==> config.mk <==
export PLATFORM = sky130hd
export DESIGN_NAME = sevenseg_scan_ctrl
export DESIGN_NICKNAME = d
export VERILOG_FILES = /design/src/rtl/sevenseg_pkg.sv /design/src/rtl/hex_to_7seg.sv /design/src/rtl/sevenseg_scan_ctrl.sv
export SDC_FILE = /design/constraint.sdc
export NUM_CORES = 1
export LEC_CHECK = 0
export CAP_MARGIN = 25
export CELL_PAD_IN_SITES_DETAIL_PLACEMENT = 1
export CELL_PAD_IN_SITES_GLOBAL_PLACEMENT = 1
export CORE_MARGIN = 2
export CORE_UTILIZATION = 25
export CTS_CLUSTER_DIAMETER = 120
export DETAILED_ROUTE_END_ITERATION = 8
export DONT_BUFFER_PORTS = 1
export PLACE_DENSITY_LB_ADDON = 0.1
export SETUP_SLACK_MARGIN = 0.05
export SYNTH_ARGS = -nofsm -noshare
export SYNTH_HDL_FRONTEND = slang
export SYNTH_SLANG_ARGS = --single-unit
==> constraint.sdc <==
create_clock -name clk -period 8.54 [get_ports clk]
set_input_delay 1.708 -clock clk [delete_from_list [all_inputs] [get_ports clk]]
set_output_delay 1.708 -clock clk [all_outputs]
set_load 0.02 [all_outputs]
==> src/rtl/sevenseg_pkg.sv <==
// Shared definitions for the seven-segment scan controller.
// Active-low segment patterns {g,f,e,d,c,b,a} and scan state encoding.
package sevenseg_pkg;

    localparam int NDIG = 4;

    localparam logic [6:0] SEG_0   = 7'h40;
    localparam logic [6:0] SEG_1   = 7'h79;
    localparam logic [6:0] SEG_2   = 7'h24;
    localparam logic [6:0] SEG_3   = 7'h30;
    localparam logic [6:0] SEG_4   = 7'h19;
    localparam logic [6:0] SEG_5   = 7'h12;
    localparam logic [6:0] SEG_6   = 7'h02;
    localparam logic [6:0] SEG_7   = 7'h78;
    localparam logic [6:0] SEG_8   = 7'h00;
    localparam logic [6:0] SEG_9   = 7'h10;
    localparam logic [6:0] SEG_A   = 7'h08;
    localparam logic [6:0] SEG_B   = 7'h03;
    localparam logic [6:0] SEG_C   = 7'h46;
    localparam logic [6:0] SEG_D   = 7'h21;
    localparam logic [6:0] SEG_E   = 7'h06;
    localparam logic [6:0] SEG_F   = 7'h0E;
    localparam logic [6:0] SEG_OFF = 7'h7F;

    typedef enum logic {
        BLANK = 1'b0,
        DRIVE = 1'b1
    } scan_state_t;

endpackage

==> src/rtl/hex_to_7seg.sv <==
// Combinational nibble to active-low seven-segment decoder.
// Shared by all four digits through the scan controller's digit mux.
module hex_to_7seg
    import sevenseg_pkg::*;
(
    input  logic [3:0] nib,
    output logic [6:0] seg
);

    // Table lookup of the segment pattern for one hex nibble
    always_comb begin
        seg = SEG_OFF;
        unique case (nib)
            4'h0: seg = SEG_0;
            4'h1: seg = SEG_1;
            4'h2: seg = SEG_2;
            4'h3: seg = SEG_3;
            4'h4: seg = SEG_4;
            4'h5: seg = SEG_5;
            4'h6: seg = SEG_6;
            4'h7: seg = SEG_7;
            4'h8: seg = SEG_8;
            4'h9: seg = SEG_9;
            4'hA: seg = SEG_A;
            4'hB: seg = SEG_B;
            4'hC: seg = SEG_C;
            4'hD: seg = SEG_D;
            4'hE: seg = SEG_E;
            4'hF: seg = SEG_F;
        endcase
    end

endmodule

==> src/rtl/sevenseg_scan_ctrl.sv <==
// Four-digit common-anode scan controller with blanking guard,
// frame-synchronous value commit and leading-zero suppression.
module sevenseg_scan_ctrl
    import sevenseg_pkg::*;
#(
    parameter int DIV   = 50000,
    parameter int GUARD = 16
) (
    input  logic        clk,
    input  logic        reset,
    input  logic        load,
    input  logic [15:0] d,
    input  logic [3:0]  dp_in,
    input  logic        blank_lz,
    output logic [6:0]  seg,
    output logic        dp,
    output logic [3:0]  an,
    output logic        frame_done
);

    localparam int CMAX = (DIV > GUARD) ? DIV : GUARD;
    localparam int CW   = (CMAX > 1) ? $clog2(CMAX) : 1;
    localparam logic [CW-1:0] DIV_END   = CW'(DIV - 1);
    localparam logic [CW-1:0] GUARD_END = CW'(GUARD - 1);

    scan_state_t   state, state_n;
    logic [CW-1:0] cnt, cnt_n;
    logic [1:0]    idx, idx_n;
    logic [19:0]   shadow, shadow_n;
    logic [19:0]   disp, disp_n;
    logic          pend, pend_n;
    logic          commit;
    logic [3:0]    nib;
    logic          lz_hit;
    logic          dp_bit;
    logic [6:0]    dec;
    logic [6:0]    seg_n;
    logic [3:0]    an_n;
    logic          dp_n;
    logic          fd_n;

    // Scan sequencing: BLANK guard then DRIVE for each digit in turn
    always_comb begin
        state_n = state;
        cnt_n   = cnt + 1'b1;
        idx_n   = idx;
        if (state == BLANK) begin
            if (cnt == GUARD_END) begin
                state_n = DRIVE;
                cnt_n   = '0;
            end
        end else if (cnt == DIV_END) begin
            state_n = BLANK;
            cnt_n   = '0;
            idx_n   = idx + 2'd1;
        end
    end

    assign commit = (state == DRIVE) && (idx == 2'd3) && (cnt == DIV_END);

    // Load capture and frame-boundary commit; a load on the commit
    // cycle bypasses the shadow so it is never lost or delayed
    always_comb begin
        shadow_n = shadow;
        pend_n   = pend;
        disp_n   = disp;
        if (load) begin
            shadow_n = {dp_in, d};
        end
        if (commit) begin
            pend_n = 1'b0;
            if (load) begin
                disp_n = {dp_in, d};
            end else if (pend) begin
                disp_n = shadow;
            end
        end else if (load) begin
            pend_n = 1'b1;
        end
    end

    // Select the nibble, dp bit and zero-run flag for the next digit
    always_comb begin
        nib    = disp_n[3:0];
        dp_bit = disp_n[16];
        lz_hit = 1'b0;
        unique case (idx_n)
            2'd0: begin
                nib    = disp_n[3:0];
                dp_bit = disp_n[16];
                lz_hit = 1'b0;
            end
            2'd1: begin
                nib    = disp_n[7:4];
                dp_bit = disp_n[17];
                lz_hit = (disp_n[15:4] == 12'h000);
            end
            2'd2: begin
                nib    = disp_n[11:8];
                dp_bit = disp_n[18];
                lz_hit = (disp_n[15:8] == 8'h00);
            end
            2'd3: begin
                nib    = disp_n[15:12];
                dp_bit = disp_n[19];
                lz_hit = (disp_n[15:12] == 4'h0);
            end
        endcase
    end

    hex_to_7seg u_dec (
        .nib (nib),
        .seg (dec)
    );

    // Next registered output values, aligned with the next state
    always_comb begin
        seg_n = SEG_OFF;
        an_n  = 4'hF;
        dp_n  = 1'b1;
        fd_n  = 1'b0;
        if (state_n == DRIVE) begin
            seg_n = (blank_lz && lz_hit) ? SEG_OFF : dec;
            an_n  = ~(4'b0001 << idx_n);
            dp_n  = ~dp_bit;
            fd_n  = (idx_n == 2'd3) && (cnt_n == DIV_END);
        end
    end

    // State, data and output registers
    always_ff @(posedge clk or posedge reset) begin
        if (reset) begin
            state      <= BLANK;
            cnt        <= '0;
            idx        <= 2'd0;
            shadow     <= '0;
            disp       <= '0;
            pend       <= 1'b0;
            seg        <= SEG_OFF;
            an         <= 4'hF;
            dp         <= 1'b1;
            frame_done <= 1'b0;
        end else begin
            state      <= state_n;
            cnt        <= cnt_n;
            idx        <= idx_n;
            shadow     <= shadow_n;
            disp       <= disp_n;
            pend       <= pend_n;
            seg        <= seg_n;
            an         <= an_n;
            dp         <= dp_n;
            frame_done <= fd_n;
        end
    end

endmodule

==> Word level (Yosys, flattened, before mapping) <==
Memory sizes are Yosys's and may differ from the RTL's.
Index checks and enable logic that the tools add are counted.
{ "totals": {"inputBits": 24, "output_inout_bits": 13, "wordCells": 53, "memories": 1, "rom_bits": 112, "reg_bits": 73} }
{ "op_classes": {"n_reduce_logical": 9, "shifts": 1, "addsub": 2, "n_bitwise": 2, "eq_ne": 7, "mux": 21} }
{ "memory_table": {"columns": ["memory", "depth", "width", "rd", "rd_ports_with_merged_regs", "write_ports", "line", "text"], "rows": [
  ["(name not given)", 16, 7, 1, 0, 0, "hex_to_7seg.sv:13", "unique case (nib)"]
]} }
{ "ops": {"columns": ["op", "n"], "rows": [
  ["20-bit two-way mux", 3],
  ["16-bit two-way mux", 3],
  ["16-bit == test (second input constant)", 2],
  ["16-bit by 1-bit adder with 16-bit output (second input constant)", 1],
  ["16-bit by 4-bit == test with 1-bit output (second input constant)", 1],
  ["4-bit one-hot mux with 4 select lines", 1],
  ["7-bit two-way mux", 2],
  ["12-bit logical NOT", 1],
  ["8-bit logical NOT", 1],
  ["1-bit one-hot mux with 4 select lines", 2],
  ["1-bit two-way mux", 7],
  ["2-bit == test (second input constant)", 3],
  ["1-bit logical AND", 4],
  ["4-bit logical NOT", 1],
  ["2-bit two-way mux", 2],
  ["4-bit two-way mux", 1],
  ["4-bit inverter", 1],
  ["1-bit by 2-bit << shifter with 4-bit output (first input constant)", 1],
  ["2-bit by 1-bit adder with 2-bit output (second input constant)", 1],
  ["2-bit by 1-bit == test with 1-bit output (second input constant)", 1],
  ["2-bit logical NOT", 1],
  ["2-bit nonzero test", 1],
  ["1-bit inverter", 1]
]} }

==> Logic depth before layout (Yosys ltp) <==
{ "logic_depth": {"word_depth": 9, "depth_mapped": 15, "mapped_depth_nobuf": 14} }

==> Cells and area by module <==
From an unflattened synthesis, not the netlist that was laid out.
{ "hier_totals": {"hier_cells": 355, "area_unflattened_um2": 3880.0} }
{ "modules_own_cells": {"columns": ["module", "n_inst", "cells_each", "seq_area_each_um2", "area_per_inst_um2"], "rows": [
  ["sevenseg_scan_ctrl", 1, 323, 1841.8, 3604.7],
  ["hex_to_7seg", 1, 32, 0.0, 275.3]
]} }

==> Worst setup path before layout <==
Ideal clock, no wire load.
{ "synth_timing": {"path_type": "input port to flip-flop", "start": "in load", "end": "reg seg[1]", "setup_ns": 0.084, "arrival_time_ns": 4.050, "path_buffers": 2, "stages": 10, "slack_ns": 4.406, "required_ns": 8.456, "path_cell_list": "clkbuf_1 > clkbuf_1 > a211oi_1 > nor2_1 > nor2_1 > o21ai_0 > inv_1 > ha_1 > mux2_1 > a221o_1"} }
{ "synth_between": {"word_cells_on_any_way": 11, "classes_between": "6 x mux; 4 x reduce/logical; 1 x memory"} }
{ "synth_rtl": {"columns": ["item", "line", "text"], "rows": [
  ["from (decl)", "sevenseg_scan_ctrl.sv:11", "input logic load,"],
  ["20-bit two-way mux", "sevenseg_scan_ctrl.sv:72", "if (load) begin"],
  ["20-bit two-way mux", "sevenseg_scan_ctrl.sv:70", "if (commit) begin"],
  ["net disp_n[1]", "sevenseg_scan_ctrl.sv:30", "logic [19:0] disp, disp_n;"],
  ["4-bit one-hot mux with 4 select lines", "sevenseg_scan_ctrl.sv:87", "unique case (idx_n)"],
  ["memory read 16 x 7 bit", null, null],
  ["7-bit two-way mux", "sevenseg_scan_ctrl.sv:123", "seg_n = (blank_lz && lz_hit) ? SEG_OFF : dec;"],
  ["7-bit two-way mux", "sevenseg_scan_ctrl.sv:122", "if (state_n == DRIVE) begin"],
  ["net seg_n[1]", "sevenseg_scan_ctrl.sv:37", "logic [6:0] seg_n;"],
  ["to (signal assigned)", "sevenseg_scan_ctrl.sv:150", "seg <= seg_n;"],
  ["to (decl)", "sevenseg_scan_ctrl.sv:15", "output logic [6:0] seg,"]
]} }
The timed path passes the listed nets, and every way through them passes these cells.
A chain may end at the register's enable or synchronous reset.

==> Worst setup path after layout <==
{ "layout_timing": {"start": "in load", "end": "reg seg[1]"} }
{ "layout_between": {"elab_chain_cells": 7, "word_cells_on_any_way": 11, "classes_between": "6 x mux; 4 x reduce/logical; 1 x memory"} }
{ "layout_rtl": {"columns": ["item", "line"], "rows": [
  ["20-bit two-way mux *", "sevenseg_scan_ctrl.sv:72"],
  ["20-bit two-way mux *", "sevenseg_scan_ctrl.sv:70"],
  ["net disp_n[5]", "sevenseg_scan_ctrl.sv:30"],
  ["parallel branches: the longest is 3 deep, another holds memory read 16 x 7 bit", null],
  ["7-bit two-way mux *", "sevenseg_scan_ctrl.sv:123"],
  ["7-bit two-way mux *", "sevenseg_scan_ctrl.sv:122"],
  ["net seg_n[1]", "sevenseg_scan_ctrl.sv:37"]
]} }
Mark *: on every way through the listed nets, which the timed path passes.

==> summary.md <==
| Metric | Value |
|---|---|
| Status | `finished clean` |
| Fin nets | `361` |
| Async S/R FF share, synth | `100.0%` |
| Clock root cell | `clkbuf_16` |
| Peak VDD IR | `0.08900 mV` |
| CTS tree | `yes` |
| Crit end category | `flip-flop` |
| Global-route wire length before repair | `15,100 µm` |
| Total grt overflow | `0` |
| Post-synth EDFFs | `0` |
| Flops & latches, synth | `73` |
| # rows | `43` |
| Switch share | `19.66%` |
| Routed wire per std cell | `17.65 µm` |
| Effective utilization at floorplan | `25.31%` |
| Final setup violation count | `0` |
| P_sw | `163.2 µW` |
| # IOs | `37` |
| Worst reg-to-reg path cell count | `10` |
| Count of different cell masters after synthesis | `45` |
| Height of the chip | `121.9 µm` |
| Hold_ws | `0.4705 ns` |
| Drt drc | `0` |
| Max-slew violations | `0` |
| Main synth FF type | `dfrtp_1` |
| Post-synth top area share | `43.96%` |
| CP dominant cell by count | `o21ai_0` |
| CP Class | `in -> reg` |
| DR vias | `2,464` |
| Diodes inserted | `0` |
| Initial antenna violation count | `0` |
| Syn-to-layout area delta | `16.65%` |
| CP startpoint | `load` |
| Period minus WS final | `4.375 ns` |
| Critical Path Fanout Max | `32` |
| Worst setup endpoint | `seg[1]` |
| RSZ-0062 raised after global routing | `no` |
| Clock skew | `0.004028 ns` |
| Synth Area per Inst | `10.72 µm²` |
| CTS max path bufs | `2` |
| All-Layer GR Usage | `13.65%` |
| Die W | `121.9 µm` |
| Flop2flop setup slack | `4.36 ns` |
| Final Cycle Share | `51.23%` |
| Tightest Pin Transition | `0.7092 ns` |
| Synth Instances | `324` |
| Critical Path RT | `8.81 ns` |
| Fillers | `1,530` |
| Mapped Nets | `356` |
| Final Hold Fails | `0` |
| Comb power frac | `2.8%` |
| Startpoint Class | `input port` |
| Initial DRC Count | `79` |
| WP data arrival | `4.64 ns` |
| Worst rel slew slack | `51.79%` |
| Crit-path max cell delay | `0.63 ns` |
| Largest net degree at the start of global routing | `74` |
| Worst Path Buf+Inv | `1` |
| HPWL Detailed | `6193 µm` |
| Core area | `0.01372 mm²` |
| Synth area leader | `dfrtp_1` |
| Min-delay worst type | `reg -> reg` |
| Crit-path cells | `nor2_1 -> nand4b_1 -> mux2_2 -> o21ai_0 -> o21ai_0 -> inv_1 -> ha_1 -> mux2_1 -> a221o_1` |
| Clock Sinks | `73` |
| Post-CTS resize count | `0` |
| Hold depth | `1` |
| Int Pwr | `666.8 µW` |
| Post-CTS setup buffers | `0` |
| Synth top area cells | `dfrtp_1 (44%), dfstp_2 (9.1%), mux2_2 (7.8%)` |
| DRT Pass-1 Iters | `4` |
| End of the worst register-to-register path | `seg[1]` |
| Max stage delay cell, worst path | `nand4b_1` |
| Htree depth | `3` |
| # port buffers | `0` |
| Pwr per Cell Area | `204.9 mW/mm²` |
| Setup TNS | `0 ns` |
| Warnings from Yosys | `0` |
| Layout cells sized above 1 | `19.46%` |
| FF-to-FF Start | `cnt[5]` |
| CP Depth | `9` |
| Clock share of power | `54.1%` |
| GPL Wtd Cong | `0.7363` |
| CTS Buf Count | `9` |
| Die area | `0.01485 mm²` |
| Seq/Total Area, Yosys | `53.05%` |
| CP delay by family, top | `compound AO/OA/AOI/OAI gates` |
| Fmax achieved | `0.2286 GHz` |
| Final ANT Viol Nets | `0` |
| Clock latency on the worst-skew pair | `0.34 ns` |
| Hold Buf Count CTS | `0` |
| Vias in the first global route | `2,734` |
| Flop pwr share | `43.1%` |
| Leakage | `0.001840 µW` |
| Vias per cell | `4.794` |
| Synthesized area | `0.003472 mm²` |
| Worst-path clk slew | `0.06 ns` |
| Detailed Route WL | `9073 µm` |
| Max cap viols | `0` |
-- kinds of logic (layout without fill, tap and decap cells) --
| group | Yosys count | count (layout) | synth area share (%) |
|---|---|---|---|
| AO/OA/AOI/OAI | 58 | 58 | 10.92 |
| XOR/XNOR | 15 | 15 | 3.784 |
| adder cells (fa/ha/maj) | 8 | 8 | 2.883 |
| buffers and inverters | 27 | 37 | 3.351 |
| flip-flops | 73 | 73 | 53.04 |
| multiplexers | 33 | 33 | 10.63 |
| AND/OR/NAND/NOR | 110 | 110 | 15.39 |
-- synth_stat cells (all sizes together), types with 6 or more instances --
cell    n
dfrtp  61
o22ai  10
nand3  17
ha      8
mux2i   8
dfstp  12
nand2  20
o21ai  15
a21oi  10
nor2   42
nor4    6
and3    9
mux2   25
xor2   10
inv    17
-- worst min path at each step --
stage	start	slack [ns]	endpoint
after floorplan	cnt[0]	0.44	cnt[0]
after global placement	cnt[0]	0.47	cnt[0]
after detailed placement	cnt[0]	0.47	cnt[0]
after CTS	cnt[0]	0.47	cnt[0]
after global routing	cnt[0]	0.50	cnt[0]
final	cnt[0]	0.47	cnt[0]
-- power by group through the flow --
| stage | combinational [µW] | sequential [µW] | clock (µW) |
|---|---|---|---|
| final | 22.9 | 358 | 449 |
| after global routing | 26.7 | 359 | 478 |
| after CTS | 22.8 | 358 | 468 |
| after detailed placement | 22.7 | 364 | 0 |
| after global placement | 22.6 | 364 | 0 |
| after floorplan | 18.1 | 363 | 0 |
-- stage by stage --
step	total power, µW	cells	utilization (%)	setup WS [ns]	area (µm²)
floorplan	381.4	324	-	4.406	3472
global placement	386.5	497	26.73	3.782	3667
detailed placement	386.9	497	26.73	3.688	3667
CTS	848.4	513	29.32	4.066	4023
global route	863.5	514	29.52	3.712	4050
finish	830.1	514	29.52	4.165	4050
-- worst register-to-register path, cell delays in order (launching register included) --
cell and delay, ns:
dfrtp_1 0.44, or4_4 0.60, nor3_4 0.42, nand2_2 0.14, mux2i_2 0.61, o21ai_0 0.18
o21ai_0 0.61, inv_1 0.19, ha_1 0.35, mux2_1 0.28, a221o_1 0.29
-- flip-flops by register name, summed over array words and instances (netlist names) --
signal / cells
cnt: 16
shadow: 20
pend: 1
an: 4
frame_done: 1
seg: 7
dp: 1
idx: 2
state: 1
disp: 20
-- layer usage --
| metal | track usage [%] | part of all wire [%] |
|---|---|---|
| met5 | 0 | 0 |
| met4 | 5.388 | 1.9 |
| met3 | 4.260 | 4.5 |
| met2 | 21.26 | 47 |
| met1 | 17.67 | 46 |
-- cells in the final DEF, fill, tap and decap left out, types with 2 or more instances in the layout --
master,count
bufinv_16,3
nand4b_1,2
nand4_1,2
a211o_1,3
clkbuf_8,2
nand2_1,19
inv_1,16
clkbuf_16,9
buf_4,3
mux2_2,24
nor3b_1,2
mux2i_2,2
dfstp_2,12
ha_1,8
xnor2_1,5
a221o_1,5
a21oi_1,10
nor3_1,4
and3_1,9
nand3_1,17
a22oi_1,2
dfrtp_1,61
o21ai_0,14
xor2_1,10
nor2_1,42
o22ai_1,10
mux2i_1,6
a31oi_1,3
nor4_1,6
a31o_2,4
-- layout make-up --
cell class | count | area (µm²) | area share (%)
clock buffer | 12 | 256.5 | 6.333
inverter | 17 | 63.81 | 1.576
clock inverter | 4 | 98.84 | 2.441
timing repair buffer | 4 | 50.05 | 1.236
tap | 180 | 225.2 | 5.561
sequential | 73 | 1842 | 45.47
multi-input combinational | 224 | 1514 | 37.38
(Power assumes the default switching activity.)
